**config.mk**
```make
export PLATFORM = sky130hd
export DESIGN_NAME = mul_seq_ctrl
export DESIGN_NICKNAME = d
export VERILOG_FILES = /design/src/rtl/mul_seq_ctrl.sv
export SDC_FILE = /design/constraint.sdc
export NUM_CORES = 1
export LEC_CHECK = 0
export CORE_MARGIN = 4
export CORE_UTILIZATION = 35
export CTS_CLUSTER_DIAMETER = 120
export DETAILED_ROUTE_END_ITERATION = 10
export GPL_ROUTABILITY_DRIVEN = 0
export PLACE_DENSITY = 0.61
export SLEW_MARGIN = 40
export SYNTH_ARGS = -nofsm -noshare
export SYNTH_HDL_FRONTEND = slang
export SYNTH_SLANG_ARGS = --single-unit
```
**constraint.sdc**
```tcl
create_clock -name clk -period 2.6 [get_ports clk]
set_input_delay 0.39 -clock clk [delete_from_list [all_inputs] [get_ports clk]]
set_output_delay 0.39 -clock clk [all_outputs]
set_load 0.1 [all_outputs]
```
**src/rtl/mul_seq_ctrl.sv**
```systemverilog
// Iterative unsigned shift-add multiplier with a start/busy/done handshake.
// Each CALC cycle does one conditional add of the multiplicand into the upper
// product half, then shifts the (WIDTH+1)-bit sum and the lower half right by one.
// After WIDTH iterations the product register holds the full 2*WIDTH-bit result.
module mul_seq_ctrl #(
   parameter int WIDTH = 32,
   parameter int CNT_W = 6
) (
   input  logic               clk,
   input  logic               reset,
   input  logic               start,
   input  logic [WIDTH-1:0]   multiplicand,
   input  logic [WIDTH-1:0]   multiplier,
   output logic               busy,
   output logic               done,
   output logic [2*WIDTH-1:0] product
);

   typedef enum logic [1:0] {
      ST_IDLE = 2'd0,
      ST_CALC = 2'd1,
      ST_DONE = 2'd2
   } state_t;

   localparam logic [CNT_W-1:0] LAST_ITER = CNT_W'(WIDTH - 1);

   state_t               r_state;
   state_t               w_state_nxt;
   logic                 w_accept;
   logic                 r_busy;
   logic                 r_done;
   logic [CNT_W-1:0]     r_cnt;
   logic [WIDTH-1:0]     r_mcand;
   logic [2*WIDTH-1:0]   r_product;
   logic [WIDTH:0]       w_sum;

   // Next-state decode; start is only honoured in IDLE and DONE.
   always_comb begin
      w_state_nxt = r_state;
      w_accept    = 1'b0;
      case (r_state)
         ST_IDLE: begin
            if (start) begin
               w_accept    = 1'b1;
               w_state_nxt = ST_CALC;
            end else begin
               w_state_nxt = ST_IDLE;
            end
         end
         ST_CALC: begin
            if (r_cnt == LAST_ITER) begin
               w_state_nxt = ST_DONE;
            end else begin
               w_state_nxt = ST_CALC;
            end
         end
         ST_DONE: begin
            if (start) begin
               w_accept    = 1'b1;
               w_state_nxt = ST_CALC;
            end else begin
               w_state_nxt = ST_IDLE;
            end
         end
         default: begin
            w_state_nxt = ST_IDLE;
         end
      endcase
   end

   // Conditional add; the extra top bit keeps the carry for the shift.
   always_comb begin
      w_sum = {1'b0, r_product[2*WIDTH-1:WIDTH]};
      if (r_product[0]) begin
         w_sum = {1'b0, r_product[2*WIDTH-1:WIDTH]} + {1'b0, r_mcand};
      end else begin
         w_sum = {1'b0, r_product[2*WIDTH-1:WIDTH]};
      end
   end

   // State register with busy/done registered alongside so they track the state exactly.
   always_ff @(posedge clk) begin
      if (reset) begin
         r_state <= ST_IDLE;
         r_busy  <= 1'b0;
         r_done  <= 1'b0;
      end else begin
         r_state <= w_state_nxt;
         r_busy  <= (w_state_nxt == ST_CALC);
         r_done  <= (w_state_nxt == ST_DONE);
      end
   end

   // Datapath: capture operands on accept, iterate in CALC, otherwise hold the result.
   always_ff @(posedge clk) begin
      if (reset) begin
         r_mcand   <= {WIDTH{1'b0}};
         r_product <= {(2*WIDTH){1'b0}};
         r_cnt     <= {CNT_W{1'b0}};
      end else if (w_accept) begin
         r_mcand   <= multiplicand;
         r_product <= {{WIDTH{1'b0}}, multiplier};
         r_cnt     <= {CNT_W{1'b0}};
      end else if (r_state == ST_CALC) begin
         r_product <= {w_sum, r_product[WIDTH-1:1]};
         r_cnt     <= r_cnt + CNT_W'(1);
      end else begin
         r_mcand   <= r_mcand;
         r_product <= r_product;
         r_cnt     <= r_cnt;
      end
   end

   assign busy    = r_busy;
   assign done    = r_done;
   assign product = r_product;

endmodule

```
; ---- Yosys cells after proc, flatten, opt, wreduce, memory -nomap -nowiden
; Index checks and enable logic that the tools add are counted.
; W data, S select, Z words.
[word_totals]
reg_bits = 106
in_bits = 67
[classes]
n_addsub = 2
eq_ne = 5
mux = 8
n_reduce_logical = 4
[op_table]
columns = operator, n
row1 = $mux W32, 2
row2 = $add A32 B32 Y33, 1
row3 = $mux W33, 1
row4 = $add A6 B1 Y6 const B, 1
row5 = $eq A6 B5 Y1 const B, 1
row6 = $eq A2 B1 Y1 const B, 2
row7 = $eq A2 B2 Y1 const B, 2
row8 = $pmux W2 S2, 1
row9 = $reduce_or A2 Y1, 2
row10 = $mux W1, 3
row11 = $logic_not A2 Y1, 1
row12 = $mux W2, 1
row13 = $reduce_bool A2 Y1, 1

; ---- Longest topological paths before layout
; Gate-level depths: netlist of run 1.
[depth]
word_depth = 4
mapped_depth = 9
depth_no_buf = 9

; ---- Least setup slack after synthesis of run 1
; OpenSTA, ideal clock, no wires.
[synth_path]
path_kind = reg2reg
startpoint = register r_product[49], in the netlist product[49]
endpoint = register r_product[58], in the netlist product[58]
arrival_time_ps = 3053
required_ps = 2485
slack_ps = -568
stages_incl_launch_ff = 10
n_path_buf = 1
period_less_slack_ps = 3168
path_cell_list = dfxtp_1 ha_1 buf_2 and2_1 a221o_1 o31a_1 o21bai_1 o211ai_1 or4_1 and3_1
[synth_via]
elab_chain_cells = 2
[synth_lines]
columns = element, line
row1 = start: declaration, 34  ; logic [2*WIDTH-1:0] r_product;
row2 = start signal: assignment, 98  ; r_product <= {(2*WIDTH){1'b0}};
row3 = start signal: assignment, 102  ; r_product <= {{WIDTH{1'b0}}, multiplier};
row4 = start signal: assignment, 105  ; r_product <= {w_sum, r_product[WIDTH-1:1]};
row5 = $add A32 B32 Y33, 75  ; w_sum = {1'b0, r_product[2*WIDTH-1:WIDTH]} + {1'b0, r_mcand};
row6 = $mux W33, 74  ; if (r_product[0]) begin
; Every way passes these cells.
; A chain may end at the register's enable or synchronous reset.

; ---- Worst setup path in the final report of run 1
[layout_path]
startpoint = register r_product[42], in the netlist product[42]
endpoint = register r_product[58], in the netlist product[58]
; Same word-level chain as after synthesis.

==> results.txt, run 1 <==
The run finished with clean final reports. After the first detailed-routing iteration, the DRC count stood at 384. The number of clock sinks is 106. Setup violations remaining at the end of the flow were counted as 0. After detailed routing, the average wire length per cell comes to 16.5 um. The deepest level of the CTS H-tree came out at 3. The number of core rows came out at 47. For this run, the leading register cell type out of synthesis is dfxtp_1. Summed over all layers, the routed wires come to 18500 um. The worst setup path is captured at a flop.

The min-delay analysis places its worst path in the category reg -> reg. The XOR/XNOR share of the synthesized area came out at 2.94%. The depth of the worst register-to-register path came out at 9. The detailed-route vias per instance came out at 5.35.

The post-CTS setup-driven buffer insertion count is 0. The worst path in the final design needs a cycle of 2.52 ns, including I/O delays and setup. The total congestion overflow is 0.

IR analysis of the VDD net gives a maximum drop of 340 uV. The largest total area in the synthesized netlist belongs to dfxtp_1. TritonCTS built the clock tree. The hold path endpoint is r_mcand[26]. The number of buffers inserted during clock tree synthesis came out at 9.

The post-synth net total is 861. The power density normalized to cell area is 558 nW/um^2. Counting instances in the post-synthesis netlist gives the leading cell types as nand2_1, a21oi_1, dfxtp_1, clkbuf_1, nor2_1. The initial utilization of the core area, before any placement, comes to 35.8%.

The chip height is 138 um. The number of diodes added for antenna fixing is 0. Sorting the synthesized cells by area gives the leading types as dfxtp_1, a21oi_1, nand2_1, ha_1, a22oi_1. The source of the worst hold timing path is r_mcand[26]. The synthesis warning total is 0. The fraction of registers with async set/reset came out at 0%.

The hold buffer count at cts came out at 0. The count of vias placed by the detailed router is 5988. In this run, distinct cell masters in the synthesized netlist total 56. The mean instance size in the synthesized netlist is 7.84 sq um. The number of placed cells counting well taps came out at 1104. The delay of the slowest cell on the worst path came out at 0.51 ns.

Summing the areas of all compound-gate instances in the mapped netlist gives 28.4% of the synthesized area. The worst-path cell with the longest stage delay is or4_1. The clock input transition at the sequential cells of the worst setup and hold paths is 0.08 ns. The relative slew slack came out at 47.9%.

The first-pass GRT wire length is 30000 um. The count of flip-flops with a built-in enable after synthesis came out at 0. The placed wire-length estimate after detailed placement is 13200 um. The share of synthesized cell area in and, or, nand and nor gates is 19.7%. By instance count, the leading cell after synthesis is nand2_1. The kind of critical path is reg -> reg. The number of standard cells in the final layout excluding fillers came out at 1120. In the routed design, unresolved DRC markers number 0.

The mapped netlist covers 5960 sq um. The remaining antenna violation count after routing is 0. The number of pins exceeding their max-slew limit in the final report was 0.

The fraction of the yosys area taken by sequential cells is 35.6%. The cell depth of the worst hold path is 2. The portion of synthesized cell area occupied by the leading cell type is 35.6%. The reg2reg setup slack came out at 0.08 ns. The final standard cell area without fillers is 8020 sq um. The achievable frequency came out at 397 MHz.

The critical path required time came out at 2.86 ns. The worst register-to-register path begins at product[42]. Global routing used 18.8% of the available tracks across all layers. During placement, the flow inserted port buffers numbering 132.

The worst clock skew on the final layout is 0.00917 ns. After synthesis, the largest family of logic cells by area is compound AO/OA/AOI/OAI gates. STA puts the critical path data arrival time at 2.77 ns. The critical path goes through ha_1 -> buf_4 -> a21o_1 -> a21oi_2 -> o221ai_2 -> o211ai_1 -> o211ai_1 -> or4_1 -> and3_1. The count of pins on the block boundary is 133.

Entering global routing, the biggest net connects 67 pins. The endpoint identified for the worst register-to-register timing path is product[58]. The register bit count reported by yosys came out at 106. In this run the clock root is driven by a clkbuf_16.

The later pin in the worst-skew pair is clocked with a latency of 0.36 ns. The number of global-route vias before repair is 5862. By instance count, the cell type seen most on the critical path is o211ai_1.

For the pin with the worst max-slew slack, the measured transition is 0.782 ns. The ratio of final minimum period to clock period came out at 96.9%. The critical path runs through a total of 9 cells. The placed standard-cell area came out at 7620 sq um. The proportion of layout cells with a drive suffix above 1 came out at 18.9%. The number of iterations in the first detailed-routing pass is 5. The number of buffers on the longest clock path came out at 2. The post-layout net count is 996. The largest delay contributor family on the critical path is compound AO/OA/AOI/OAI gates. The post-synthesis share of cell area spent on full adders, half adders and majority gates came out at 7.27%. The initial antenna violation count is 0. The die area came out at 19200 sq um. The number of filler cells placed in the layout came out at 1661.

Compared with the post-synthesis result, the final layout area differs by 34.7%. The maximum fanout along the worst path is 5. The die span in x came out at 138 um. The leakage power of the design is 3.24 nW. The count of buffering cells on the critical path with inverters included is 1.

The proportion of synthesized area in mux cells came out at 2.02%. The kind of start point of the critical path is a flop. In this run the standard cell core region covers 16600 sq um. The final-report hold violation count came out at 0. The number of cells produced by synthesis is 760.

The number of max-capacitance violations reported came out at 0.
## layer usage
layer	share of wire, %	GRT usage (%)
met4	0.74	3.43
met5	0	0
met2	47	31.4
met3	6.1	4.63
met1	46	25.1
## placed cells by master (no fill, tap or decap), types with 12 or more instances in the layout
| master | count |
|---|---|
| ha_1 | 26 |
| xnor2_1 | 12 |
| clkdlybuf4s50_1 | 65 |
| mux2i_1 | 12 |
| o21ai_0 | 27 |
| nand2_1 | 141 |
| a21oi_1 | 114 |
| buf_4 | 104 |
| dfxtp_1 | 86 |
| a211oi_1 | 16 |
| nand3_1 | 12 |
| a22oi_1 | 31 |
| nor2_1 | 38 |
| nand4_1 | 12 |
| a21o_1 | 19 |
## per-stage QoR
stage / power [mW] / utilization, % / setup TNS (ns) / setup WS, ns / hold slack (ns)
2_1_floorplan: 2.69 / - / -0.0486 / -0.0486 / 0.440
4_1_cts: 4.50 / 47.7 / 0 / 0.0254 / 0.465
3_3_place_gp: 3.08 / 45.8 / 0 / 0.0852 / 0.449
5_1_grt: 4.67 / 48.2 / -0.00503 / -0.00503 / 0.486
3_5_place_dp: 3.08 / 45.8 / 0 / 0.0437 / 0.455
6_report: 4.47 / 48.2 / 0 / 0.0812 / 0.463
## cells by family after synthesis
kind of cell,Yosys count
adders and majority gates,34
DFF,106
AOI/OAI and AO/OA,265
xor gates and xnor gates,20
muxes,12
and+or+nand+nor,262
buffers and inverters,61
## worst reg2reg max path: cells and delay by family (launching register included)
kind / cells / cell delay (ns)
DFF: 1 / 0.35
AOI/OAI and AO/OA: 5 / 0.94
adders and majority gates: 1 / 0.30
and+or+nand+nor: 2 / 0.68
buffers and inverters: 1 / 0.16
## how the worst max path moves through the flow
stage                      from     endpoint  slack [ns]
floorplan           product[49]  product[58]       -0.05
global placement    product[32]  product[57]        0.09
detailed placement  product[32]  product[41]        0.04
CTS                 product[32]  product[41]        0.03
global route        product[42]  product[58]      -0.005
finish              product[42]  product[58]        0.08
## what timing repair did
| item | CTS | global route |
|---|---|---|
| resized for setup | 0 | 18 |
| endpoints found under the hold margin | 0 | 0 |
| pin swaps | 1 | 9 |
| setup endpoints to repair | 1 | 10 |
## flip-flops by register name, summed over array words and instances, names as in the netlist
register,count
busy,1
done,1
product,64
r_cnt,6
r_mcand,32
r_state,2
## power breakdown
part | leakage [nW] | internal (mW) | switching (mW) | total [mW]
logic | 2.21 | 0.401 | 0.862 | 1.26
registers | 0.879 | 1.71 | 0.0815 | 1.80
clock network | 0.151 | 0.728 | 0.687 | 1.41
total | 3.24 | 2.84 | 1.63 | 4.47
## area by class of cell
type	count	area (sq um)	share of cell area, %
multi-input cells	593	3720	46.3
repair buffers	174	1510	18.8
well taps	220	275	3.43
inverters	11	41.3	0.515
clock inverters	6	60.1	0.749
clock buffers	10	250	3.12
flip-flops and latches	106	2170	27.1
Note: power is estimated with default switching activity, not from simulation.
==> inputs of run 2 (changes only) <==
--- a/config.mk
+++ b/config.mk
@@ -5,12 +5,15 @@
 export SDC_FILE = /design/constraint.sdc
 export NUM_CORES = 1
 export LEC_CHECK = 0
+export CAP_MARGIN = 40
+export CORE_ASPECT_RATIO = 2
 export CORE_MARGIN = 4
 export CORE_UTILIZATION = 35
 export CTS_CLUSTER_DIAMETER = 120
 export DETAILED_ROUTE_END_ITERATION = 10
 export GPL_ROUTABILITY_DRIVEN = 0
 export PLACE_DENSITY = 0.61
+export SKIP_CTS_REPAIR_TIMING = 1
 export SLEW_MARGIN = 40
 export SYNTH_ARGS = -nofsm -noshare
 export SYNTH_HDL_FRONTEND = slang
==> run 2 against run 1 <==
  * Critical path depth shrank 1
  * Via count grew 2.5%
  * Sequential share of layout area down 0.36 points
  * Maximum frequency down 0.42%
  * Critical endpoint unchanged
  * First-iteration DRC count decreased by 50%
  * Clock power increased by 8%
==> results.txt, run 2 (synthesis gave the netlist of run 1 again) <==
The clock input transition at the sequential cells of the worst setup and hold paths is 0.08 ns (about the same). The critical path required time is 2.86 ns (about the same). The setup violation total in the final timing report is 0 (unchanged). The total congestion overflow is 0 (unchanged). The core occupancy in the finished layout came out at 48.5% (was 48.2%).

The number of diodes added for antenna fixing is 0 (unchanged). The number of buffers inserted during clock tree synthesis came out at 9 (unchanged). The critical path capture point type is a flop (unchanged). The root buffer selected by CTS is clkbuf_16 (unchanged). The number of core rows is 67 (was 47). The chip height is 192 um (was 138 um).

The first-pass GRT wire length is 31000 um (was 30000 um). The number of placed cells counting well taps came out at 1099 (was 1104). The number of filler cells placed in the layout is 1741 (was 1661). The latest clock arrival within the worst-skew pair is 0.36 ns (about the same). The number of iterations in the first detailed-routing pass came out at 5 (unchanged). The number of buffers on the longest clock path is 2 (unchanged).

The depth of the worst register-to-register path is 8 (was 9). Result of the run: completed (unchanged). The count of pins on the block boundary is 133 (unchanged). The total detailed-routing wirelength came out at 20000 um (was 18500 um). The CTS tree was yes (unchanged).

The cell depth of the worst hold path came out at 2 (unchanged). The initial cell density of the core came out at 35.5% (was 35.8%). The worst clock skew on the final layout is 0.0133 ns (was 0.00917 ns).

The area growth from synthesis to layout is 36.6% (was 34.7%). The most common cell after layout, fill and taps aside is nand2_1 (unchanged). The post-layout net count is 1006 (was 996). The pin count of the biggest net entering global routing is 60 (was 67).

The detailed-route DRC error count came to 0 (unchanged). The remaining antenna violation count after routing is 0 (unchanged). The die area was 19300 sq um (was 19200 sq um). The ratio of final minimum period to clock period is 97.3% (was 96.9%). The number of standard cells in the final layout excluding fillers came out at 1117 (was 1120). The placed standard-cell area came out at 7660 sq um (was 7620 sq um). The deepest level of the CTS H-tree is 3 (unchanged). The least setup slack across all paths after layout came out at 0.0707 ns (was 0.0812 ns). The leakage power of the design is 3.29 nW (was 3.24 nW).

The sequential standard cell area is 2170 sq um (about the same). The detailed-route vias per instance is 5.50 (was 5.35). The number of global-route vias before repair came out at 6169 (was 5862). The overall global routing resource usage came out at 20.4% (was 18.8%). The number of flip-flops in the largest register is 64 (unchanged). The hold path endpoint is r_mcand[21] (was r_mcand[26]). The worst min-delay path category was in -> reg (was reg -> reg). The source of the worst hold timing path is reset (was r_mcand[26]). The footprint of the multi-input gates is 3750 sq um (was 3720 sq um). The kind of critical path was reg -> reg (unchanged). The initial detailed-routing violation count came out at 192 (was 384). The core area came out at 16800 sq um (was 16600 sq um). The actual transition at the worst max-transition pin is 0.659 ns (was 0.782 ns).

The final standard cell area without fillers came to 8140 sq um (was 8020 sq um). The clock period minus worst slack came out at 2.53 ns (was 2.52 ns). The placed wire-length estimate after detailed placement is 15000 um (was 13200 um). The die span in x came out at 100 um (was 138 um). The worst-case hold slack came out at 0.369 ns (was 0.463 ns). The number of pins exceeding their max-slew limit in the final report was 0 (unchanged).

The proportion of layout cells with a drive suffix above 1 is 20.1% (was 18.9%). The wire length per cell after detailed routing came to 17.9 um (was 16.5 um). The number of clock sinks came out at 106 (unchanged).

The arrival time of data at the critical path endpoint came out at 2.79 ns (was 2.77 ns). The count of vias placed by the detailed router came out at 6140 (was 5988). The relative slew slack came out at 56.1% (was 47.9%). The reg2reg setup slack is 0.07 ns (was 0.08 ns).

The power density normalized to cell area is 566 nW/um^2 (was 558 nW/um^2). The number of max-capacitance violations reported came out at 0 (unchanged). The beginning of the critical path is r_mcand[14] (was product[42]). The final-report hold violation count is 0 (unchanged). The achievable frequency came out at 395 MHz (was 397 MHz). The largest voltage drop on the vdd net is 362 uV (was 340 uV).

The initial antenna violation count came out at 0 (unchanged). The maximum fanout along the worst path came to 5 (unchanged). The worst reg2reg path startpoint is r_mcand[14] (was product[42]).

The worst flop-to-flop path endpoint was product[58] (unchanged). The worst-case setup slack after placement is -0.00475 ns (was 0.0437 ns). The kind of start point of the critical path is a flop (unchanged). Commonest non-fill, non-tap cells in the layout: nand2_1, a21oi_1, buf_4, dfxtp_1, clkdlybuf4s50_1 (unchanged). Setup repair after global routing could not meet its margin everywhere. The number of buffers inserted by port buffering is 132 (unchanged).
[run 2: power by group]
part           switching [mW]  internal, mW  total [mW]
logic                   0.870         0.417        1.29
clock network           0.644         0.873        1.52
registers              0.0861          1.72        1.80
total                    1.60          3.01        4.61
[run 2: how the worst max path moves through the flow]
stage,end,cells past startpoint
6_report,product[58],8
5_1_grt,product[58],8
4_1_cts,product[41],9
3_5_place_dp,product[41],9
3_3_place_gp,product[41],9
2_1_floorplan,product[58],9
[run 2: critical path, stage by stage (launching register included)]
cell and delay [ns]:
dfxtp_1 0.34, ha_1 0.35, a21o_1 0.21, and3_1 0.19, o31a_1 0.31, o21bai_1 0.14, o211ai_1 0.23, or4_1 0.51
and3_1 0.17
[run 2: routing by layer]
metal	part of all wire (%)	global-route usage, %
met1	36	20.2
met2	55	38.6
met3	5.1	4.78
met4	3.6	9.76
met5	0	0
[run 2: metrics by stage]
| stage | power, mW | setup TNS (ns) |
|---|---|---|
| after floorplan | 2.69 | -0.0486 |
| after global placement | 3.10 | 0 |
| after detailed placement | 3.10 | -0.00475 |
| after CTS | 4.63 | -0.0382 |
| after global routing | 4.80 | -0.0249 |
| final | 4.61 | 0 |
[run 2: cell type report]
cell class / instances / share of cell area [%]
well taps: 207 / 3.18
multi-input cells: 593 / 46.1
clock inverters: 6 / 1.08
flip-flops and latches: 106 / 26.7
clock buffers: 10 / 2.94
inverters: 11 / 0.507
repair buffers: 184 / 19.5
==> inputs of run 3 (changes only) <==
--- a/config.mk
+++ b/config.mk
@@ -7,14 +7,13 @@
 export LEC_CHECK = 0
 export CAP_MARGIN = 40
 export CORE_ASPECT_RATIO = 2
-export CORE_MARGIN = 4
 export CORE_UTILIZATION = 35
 export CTS_CLUSTER_DIAMETER = 120
 export DETAILED_ROUTE_END_ITERATION = 10
 export GPL_ROUTABILITY_DRIVEN = 0
 export PLACE_DENSITY = 0.61
 export SKIP_CTS_REPAIR_TIMING = 1
-export SLEW_MARGIN = 40
+export SLEW_MARGIN = 10
 export SYNTH_ARGS = -nofsm -noshare
 export SYNTH_HDL_FRONTEND = slang
 export SYNTH_SLANG_ARGS = --single-unit
==> run 3 against run 2 <==
  * Global-route usage increased by 2.4 points
  * First-iteration DRC count increased by 10%
  * Final area increased by 0.92%
  * Setup slack got worse by 0.032 ns
  * Critical path depth increased by 1
  * Highest routed layer unchanged
==> results.txt, run 3 (synthesis gave the netlist of run 1 again) <==
The reg2reg setup slack is 0.04 ns (was 0.07 ns). The worst clock skew on the final layout is 0.00763 ns (was 0.0133 ns). The number of pins exceeding their max-slew limit in the final report came to 0 (unchanged).

The maximum fanout along the worst path is 4 (was 5). The overall global routing resource usage came out at 22.8% (was 20.4%). The largest voltage drop on the vdd net is 375 uV (was 362 uV). The initial cell density of the core came out at 35.7% (was 35.5%). The combinational fraction of design power is 28.9% (was 28.0%). The total detailed-routing wirelength is 19800 um (was 20000 um). The wire length per cell after detailed routing is 17.7 um (was 17.9 um). The area growth from synthesis to layout was 37.9% (was 36.6%). The final-report hold violation count came out at 0 (unchanged). The footprint of the multi-input gates is 3850 sq um (was 3750 sq um). The least setup slack across all paths after layout came out at 0.0392 ns (was 0.0707 ns). The core occupancy in the finished layout is 49.2% (was 48.5%). The most common cell after layout, fill and taps aside is nand2_1 (unchanged). The sequential share of power came out at 40.1% (was 39.1%). The count of buffering cells on the critical path with inverters included came out at 1 (was 0).

Result of the run: completed (unchanged). The post-layout net count is 1005 (was 1006). The largest delay contributor family on the critical path is compound AO/OA/AOI/OAI gates (unchanged).

The critical path required time is 2.86 ns (about the same). The core area is 16700 sq um (was 16800 sq um). The sum of internal, switching and leakage power came to 4.50 mW (was 4.61 mW). The number of buffers inserted during clock tree synthesis came out at 9 (unchanged).

The detailed-route DRC error count came out at 0 (unchanged). The first-pass GRT wire length is 30900 um (was 31000 um). The worst-case setup slack after placement came out at -0.0314 ns (was -0.00475 ns). The initial antenna violation count came out at 0 (unchanged).

The worst-path cell with the longest stage delay is or4_4 (was or4_1). The number of filler cells placed in the layout came to 1660 (was 1741). The actual transition at the worst max-transition pin is 0.748 ns (was 0.659 ns). The clock input transition at the sequential cells of the worst setup and hold paths came to 0.07 ns (was 0.08 ns). The pin count of the biggest net entering global routing was 67 (was 60). The number of global-route vias before repair came out at 6204 (was 6169).

The clock network fraction of design power is 31.0% (was 32.9%). Cells along the critical path: ha_4 -> and2_4 -> a221o_1 -> o31a_1 -> o21bai_1 -> o211ai_1 -> buf_4 -> or4_4 -> and3_4 (was ha_1 -> a21o_1 -> and3_1 -> o31a_1 -> o21bai_1 -> o211ai_1 -> or4_1 -> and3_1). The worst-case hold slack came out at 0.462 ns (was 0.369 ns). The worst min-delay path category is reg -> reg (was in -> reg). The CTS tree is yes (unchanged). The kind of start point of the critical path is a flop (unchanged). The setup violation total in the final timing report is 0 (unchanged). The number of clock sinks was 106 (unchanged). The proportion of layout cells with a drive suffix above 1 came out at 21.6% (was 20.1%). The chip height is 186 um (was 192 um). The count of pins on the block boundary is 133 (unchanged). The kind of critical path was reg -> reg (unchanged). The sequential standard cell area came to 2180 sq um (was 2170 sq um). The design internal power came out at 2.88 mW (was 3.01 mW).

The achievable frequency is 390 MHz (was 395 MHz). The latest clock arrival within the worst-skew pair came to 0.36 ns (about the same). The detailed-route vias per instance came out at 5.53 (was 5.50). The clock period minus worst slack came out at 2.56 ns (was 2.53 ns). The remaining antenna violation count after routing came out at 0 (unchanged). The die span in x is 94.2 um (was 100 um).

The power density normalized to cell area came out at 548 nW/um^2 (was 566 nW/um^2). The deepest level of the CTS H-tree came to 3 (unchanged). The switching share of power came out at 36.0% (was 34.7%). Setup repair after global routing missed its margin: true (unchanged).

The delay of the slowest cell on the worst path is 0.41 ns (was 0.51 ns). The number of iterations in the first detailed-routing pass is 5 (unchanged). The number of core rows is 67 (unchanged). The initial detailed-routing violation count came out at 212 (was 192). The root buffer selected by CTS is clkbuf_16 (unchanged). The number of max-capacitance violations reported is 0 (unchanged). The relative slew slack came out at 50.1% (was 56.1%).

The number of buffers on the longest clock path came to 2 (unchanged). The ratio of final minimum period to clock period is 98.5% (was 97.3%). The net switching component of the power is 1.62 mW (was 1.60 mW). The number of diodes added for antenna fixing was 0 (unchanged).

The critical path capture point type is a flop (unchanged). The die area is 17600 sq um (was 19300 sq um). The count of vias placed by the detailed router is 6168 (was 6140). Commonest non-fill, non-tap cells in the layout: nand2_1, a21oi_1, buf_4, dfxtp_1, clkdlybuf4s50_1 (unchanged). The arrival time of data at the critical path endpoint is 2.82 ns (was 2.79 ns).

The leakage power of the design came out at 3.29 nW (about the same). The placed wire-length estimate after detailed placement was 14400 um (was 15000 um). The total congestion overflow came out at 0 (unchanged). The number of flip-flops in the largest register is 64 (unchanged). The number of buffers inserted by port buffering was 132 (unchanged).
-- run 3: changes by cell type in the layout (fill, tap and decap cells not counted), moves of 2 or more --
cell / previous run / this run
dfxtp_2: 11 / 13
bufinv_16: 2 / 0
dfxtp_1: 85 / 82
ha_1: 25 / 22
buf_4: 114 / 112
ha_4: 6 / 11
a21oi_2: 1 / 4
a21oi_1: 115 / 112
clkbuf_8: 1 / 3
ha_2: 2 / 0
-- run 3: routing by layer --
| metal | wire (um) | track usage (%) |
|---|---|---|
| met1 | 7200 | 22.6 |
| met2 | 10800 | 42.6 |
| met3 | 854 | 3.79 |
| met4 | 911 | 13.3 |
| met5 | 0 | 0 |
-- run 3: worst min-delay path, cell delays in order (launching register included) --
cell and delay [ns]:
dfxtp_1 0.32, nand2_1 0.05, a21oi_1 0.05
-- run 3: metrics by stage --
step / instance area [sq um] / instances / TNS (ns)
3_3_place_gp: 7600 / 1091 / 0
3_5_place_dp: 7600 / 1091 / -0.0314
2_1_floorplan: 6020 / 760 / -0.0486
6_report: 8210 / 1116 / 0
5_1_grt: 8210 / 1116 / -0.0684
4_1_cts: 7900 / 1107 / -0.0807
-- run 3: area by class of cell --
type	instances	share of cell area [%]
clock buffers	12	3.25
clock inverters	4	0.381
inverters	11	0.503
multi-input cells	593	46.8
flip-flops and latches	106	26.5
well taps	207	3.15
repair buffers	183	19.3
-- run 3: power by group through the flow --
stage / logic, mW / clock network, mW / registers, mW
finish: 1.30 / 1.39 / 1.80
CTS: 1.26 / 1.44 / 1.80
global placement: 1.26 / 0 / 1.83
detailed placement: 1.26 / 0 / 1.83
global route: 1.38 / 1.48 / 1.82
floorplan: 0.439 / 0 / 2.25
-- run 3: final timing paths --
check | start | end | depth (start not counted)
hold reg to reg | r_mcand[29] | r_mcand[29] | 2
setup reg to reg | product[49] | product[58] | 9
hold / removal | r_mcand[29] | r_mcand[29] | 2
setup / recovery | product[49] | product[58] | 9
==> RTL edit 1: new RTL, flow settings as in run 2 <==
Encoding of `state_t`: now one-hot (3 bits for 3 states).
--- a/src/rtl/mul_seq_ctrl.sv
+++ b/src/rtl/mul_seq_ctrl.sv
@@ -17,8 +17,8 @@
 );
 
-   typedef enum logic [1:0] {
-      ST_IDLE = 2'd0,
-      ST_CALC = 2'd1,
-      ST_DONE = 2'd2
+   typedef enum logic [2:0] {
+      ST_IDLE = 3'b001,
+      ST_CALC = 3'b010,
+      ST_DONE = 3'b100
    } state_t;
 
Check against the original RTL: no difference found for any inputs over 4 cycles, from zero or initial values and one cycle with reset high; so few cycles prove little.
==> RTL edit 1 against run 2 <==
- non-clock buffer count decreased by 7
- setup slack worse by 0.0011 ns
- cell area decreased by 2.4%
- synthesized area fell by 1.8%
- sequential cell count up 1
- core utilization hardly changed
- sequential share of layout area up 0.93 points
- global-route usage shrank 0.30 points
- synthesized cell count down 3.0%
- routed wire length is 5.5% lower
- fmax about the same
- total power fell by 11%
- critical endpoint is now product[53]$_SDFFE_PP0N_
- largest cell class unchanged
==> RTL edit 1: results (changes against run 2) <==
grt:
  gr-total-overflow: 0  # unchanged
  grt_pass1_wl_um: 30300  # -2.1%
  grt_pass1_vias: 6110  # -0.96%
  grt_max_degree: 80  # +33%
  track_usage: 0.201  # -0.00304
  antenna_found_initial: 0  # unchanged
placed_design:
  dp_hpwl_um: 14000  # -6.6%
  place_area_um2: 7520  # -1.9%
  io_buffers: 132  # unchanged
  place_ws_ns: -0.0138  # -0.00906 ns
setup_path:
  slowest_stage: "dfxtp_4"
  crit_arrival_ns: 2.79  # about the same
  path_max_fanout: 4  # -1
  setup.worst_path.start: "product[32]$_SDFFE_PP0N_"
  endpoint: "product[53]$_SDFFE_PP0N_"
  reg2reg_slack_ns: 0.07
  critPathTopFamily: "compound AO/OA/AOI/OAI gates"
  max_stage_delay_ns: 0.36  # -0.15 ns
  r2r_cells: 10  # +2
synthesis:
  yosys-top-cells-area: "dfxtp_1 37%, a21oi_1 11%, nand2_1 8.4%, ha_1 7.1%, a22oi_1 4.0%"
  syn_nets: 838  # -2.7%
  yosysSeqAreaShare: 0.366  # +0.00990
  ys_async_sr_fraction: 0  # unchanged
  synth_cell_type_count: 59  # +5.4%
  yosys-top-cells-count: "131 x nand2_1, 123 x a21oi_1, 107 x dfxtp_1"
  yosys_warnings: 0  # unchanged
pwr:
  peakVddDrop_mv: 0.319  # -12%
  leakage_uw: 0.00319  # -3.2%
sta:
  max-slew-margin-rel: 0.470  # -0.0903
  fin_ws_ns: 0.0697  # -0.00107 ns
  skew_ns: 0.0102  # -0.00310 ns
worst_hold_path:
  min_to: "product[62]$_SDFFE_PP0N_"
  hold_start: "reset"
  worstHoldPathType: "input pin to flop"
  holdPathStages: 4  # +2
routing:
  vias: 5894  # -4.0%
  routed_wl_um: 18900  # -5.5%
  drt_iter0_markers: 167  # -13%
  drt-pass1-iter-count: 4  # -1
cts:
  htree_levels: 3  # unchanged
  cts_buffers: 9  # unchanged
  clk_path_buf_depth: 2  # unchanged
  clock_latency_ns: 0.36  # about the same
  cts_root_buf: "clkbuf_16"
  clkSlewWorstSetupHoldPaths_ns: 0.08  # about the same
run_status:
  status: "complete, no violations"
cells_and_area:
  nNetsFinal: 982  # -2.4%
  drive_above_1_share: 0.215  # +0.0136
  fillCellCount: 1637  # -6.0%
  diodes: 0  # unchanged
  largest_register_ffs: 64  # unchanged
==> RTL edit 1: cell count changes after synthesis, sizes merged, moves of 5 or more <==
cell | run 2 | this run
nor2b | 8 | 2
or3 | 8 | 2
a21oi | 116 | 123
nor4 | 1 | 6
nor2 | 39 | 51
xnor2 | 12 | 18
buf | 10 | 5
nand2 | 141 | 131
nand4 | 12 | 4
==> RTL edit 1: final cells by class <==
cell class	count	share of cell area
multi-input combinational	579	0.460
sequential	107	0.276
timing repair buffer	177	0.191
clock buffer	11	0.0333
tap	204	0.0322
clock inverter	4	0.00394
inverter	7	0.00331
==> RTL edit 1: report_power, final <==
group / total [uW] / switching [uW] / leakage, uW / internal, uW
Clock: 1400 / 658 / 0.000149 / 738
Combinational: 915 / 610 / 0.00215 / 305
Sequential: 1770 / 59.5 / 0.000888 / 1710
==> RTL edit 1: kinds of logic (layout without fill, tap and decap cells) <==
family,Yosys count,in the layout,synth area share
buf+inv,51,199,0.0327
flops,107,107,0.366
mux,9,9,0.0154
compound gates,261,261,0.283
xor+xnor,29,29,0.0434
simple gates,246,246,0.185
fa+ha+maj,34,34,0.0740
==> RTL edit 1: stage by stage <==
| step | hold WS [ns] | utilization | std cells |
|---|---|---|---|
| floorplan | 0.440 | - | 737 |
| global placement | 0.448 | 0.460 | 1071 |
| detailed placement | 0.455 | 0.460 | 1071 |
| CTS | 0.430 | 0.478 | 1086 |
| global route | 0.474 | 0.486 | 1089 |
| finish | 0.433 | 0.486 | 1089 |
==> RTL edit 1: routing by layer <==
layer / vias up / share of wire / GRT usage
met2: 134 / 0.56 / 0.395
met1: 2784 / 0.35 / 0.189
li1: 2935 / - / -
met4: 0 / 0.040 / 0.102
met3: 41 / 0.045 / 0.0388
met5: - / 0 / 0
==> RTL edit 2: new RTL, settings of run 2 <==
Made on the original files. Change the parameter `WIDTH` from 32 to 64.
--- a/src/rtl/mul_seq_ctrl.sv
+++ b/src/rtl/mul_seq_ctrl.sv
@@ -4,5 +4,5 @@
 // After WIDTH iterations the product register holds the full 2*WIDTH-bit result.
 module mul_seq_ctrl #(
-   parameter int WIDTH = 32,
+   parameter int WIDTH = 64,
    parameter int CNT_W = 6
 ) (
Interface: changed (resized multiplicand, multiplier and product); port bits go from 133 to 261. The function was not compared with the original's and may differ.
==> RTL edit 2 against run 2 <==
- the flow now finishes with violations (setup timing)
- core utilization rose by 7.2 points
- global-route usage grew 3.6 points
- cell area grew 120%
- sequential cell count grew 96
- setup slack worse by 0.47 ns
- critical path type unchanged
- largest power group unchanged
- clock skew down 0.0032 ns
- routed wire length grew 130%
- total power grew 99%
- clock power up 97%
- sequential share of layout area down 3.1 points
- synthesized cell count is 96% higher
- synthesized area increased by 92%
==> RTL edit 2: results (changes against run 2) <==
cells_and_area:
  drive_above_1_share: 0.337  # +0.136
  largest_register_ffs: 128  # +100%
  nNetsFinal: 2132  # +110%
sta:
  skew_ns: 0.0101  # -0.00319 ns
  finalSetupViolations: 36  # +36
  fin_ws_ns: -0.396  # -0.467 ns
grt:
  track_usage: 0.240  # +0.0362
  grt_max_degree: 77  # +28%
  grt_pass1_wl_um: 68700  # +120%
cts:
  htree_levels: 1  # -2
  clkSlewWorstSetupHoldPaths_ns: 0.06  # -0.02 ns
  cts_buffers: 22  # +13
  clock_latency_ns: 0.53  # +0.17 ns
synthesis:
  synth_cell_type_count: 58  # +3.6%
  syn_nets: 1690  # +96%
  yosys-top-cells-count: "274 x nand2_1, 268 x a21oi_1, 202 x dfxtp_1"
  synth_fa_ha_area_frac: 0.0727  # about the same
  muxShareOfSynthArea: 0.0166  # -0.00358
  yosys-top-cells-area: "dfxtp_1 35%, a21oi_1 12%, nand2_1 9.0%, ha_1 7.1%, a22oi_1 4.2%"
  synth_compound_area_frac: 0.294  # +0.00918
worst_hold_path:
  hold_start: "multiplicand[14]"
run_status:
  status: "complete, but fails checks"
  violations: "setup timing"
placed_design:
  io_buffers: 260  # +97%
routing:
  routed_wl_um: 45300  # +130%
  drt_iter0_markers: 613  # +220%
pwr:
  leakage_uw: 0.00740  # +120%
setup_path:
  setup.worst_path.start: "product[64]$_SDFFE_PP0P_"
## RTL edit 2: cell types whose count changed after synthesis, moves of 12 or more
cell / run 2 / this run
clkbuf_1: 39 / 98
nand4_1: 12 / 25
a21oi_1: 116 / 268
ha_1: 33 / 65
dfxtp_1: 106 / 202
a22oi_1: 31 / 64
xor2_1: 8 / 29
xnor2_1: 12 / 31
o21bai_1: 2 / 19
o21ai_0: 28 / 65
a21o_1: 19 / 31
nor2_1: 39 / 86
nand2_1: 141 / 274
## RTL edit 2: through the flow
| step | power [uW] | instance area [um2] | cells | setup slack [ns] | TNS (ns) |
|---|---|---|---|---|---|
| floorplan | 5230 | 12200 | 1493 | -0.240 | -1.40 |
| global placement | 6140 | 16400 | 2315 | -0.344 | -5.96 |
| detailed placement | 6160 | 16400 | 2315 | -0.437 | -7.88 |
| CTS | 9190 | 17100 | 2354 | -0.459 | -8.69 |
| global route | 9570 | 18000 | 2377 | -0.551 | -11.76 |
| finish | 9180 | 18000 | 2378 | -0.396 | -6.18 |
## RTL edit 2: kinds of logic after synthesis
| kind of cell | after synthesis |
|---|---|
| simple gates | 470 |
| mux | 19 |
| flops | 202 |
| compound gates | 551 |
| buf+inv | 125 |
| xor+xnor | 60 |
| fa+ha+maj | 66 |
## RTL edit 2: final timing paths
path	cells after the start	slack [ns]	to
setup / recovery	13	-0.40	product[119]$_SDFFE_PP0P_
hold / removal	3	0.40	r_mcand[14]$_SDFFE_PP0P_
setup reg to reg	13	-0.40	product[119]$_SDFFE_PP0P_
hold reg to reg	2	0.46	r_mcand[19]$_SDFFE_PP0P_
## RTL edit 2: final cells by class
type,instances,area share
Tap cell,427,0.0297
Clock inverter,5,0.00216
Clock buffer,34,0.0348
Timing Repair Buffer,529,0.247
Sequential cell,202,0.237
Inverter,14,0.00292
Multi-Input combinational cell,1166,0.446
Antenna cell,1,0.000139
## RTL edit 2: tightest hold or removal path: cells and delay by family
| kind | cells | cell delay [ns] |
|---|---|---|
| AND/OR/NAND/NOR | 1 | 0.05 |
| AO/OA/AOI/OAI | 1 | 0.05 |
| buffers and inverters | 1 | 0.39 |
## RTL edit 2: routing by layer
layer  track usage  part of all wire
met3        0.0255             0.035
met5             0                 0
met2         0.463              0.56
met1         0.243              0.35
met4         0.133             0.058
## RTL edit 2: power breakdown
part           switching [uW]  total (uW)  internal [uW]
sequential                158        3420           3260
combinational            1820        2770            952
clock                    1340        3000           1660
total                    3310        9180           5870
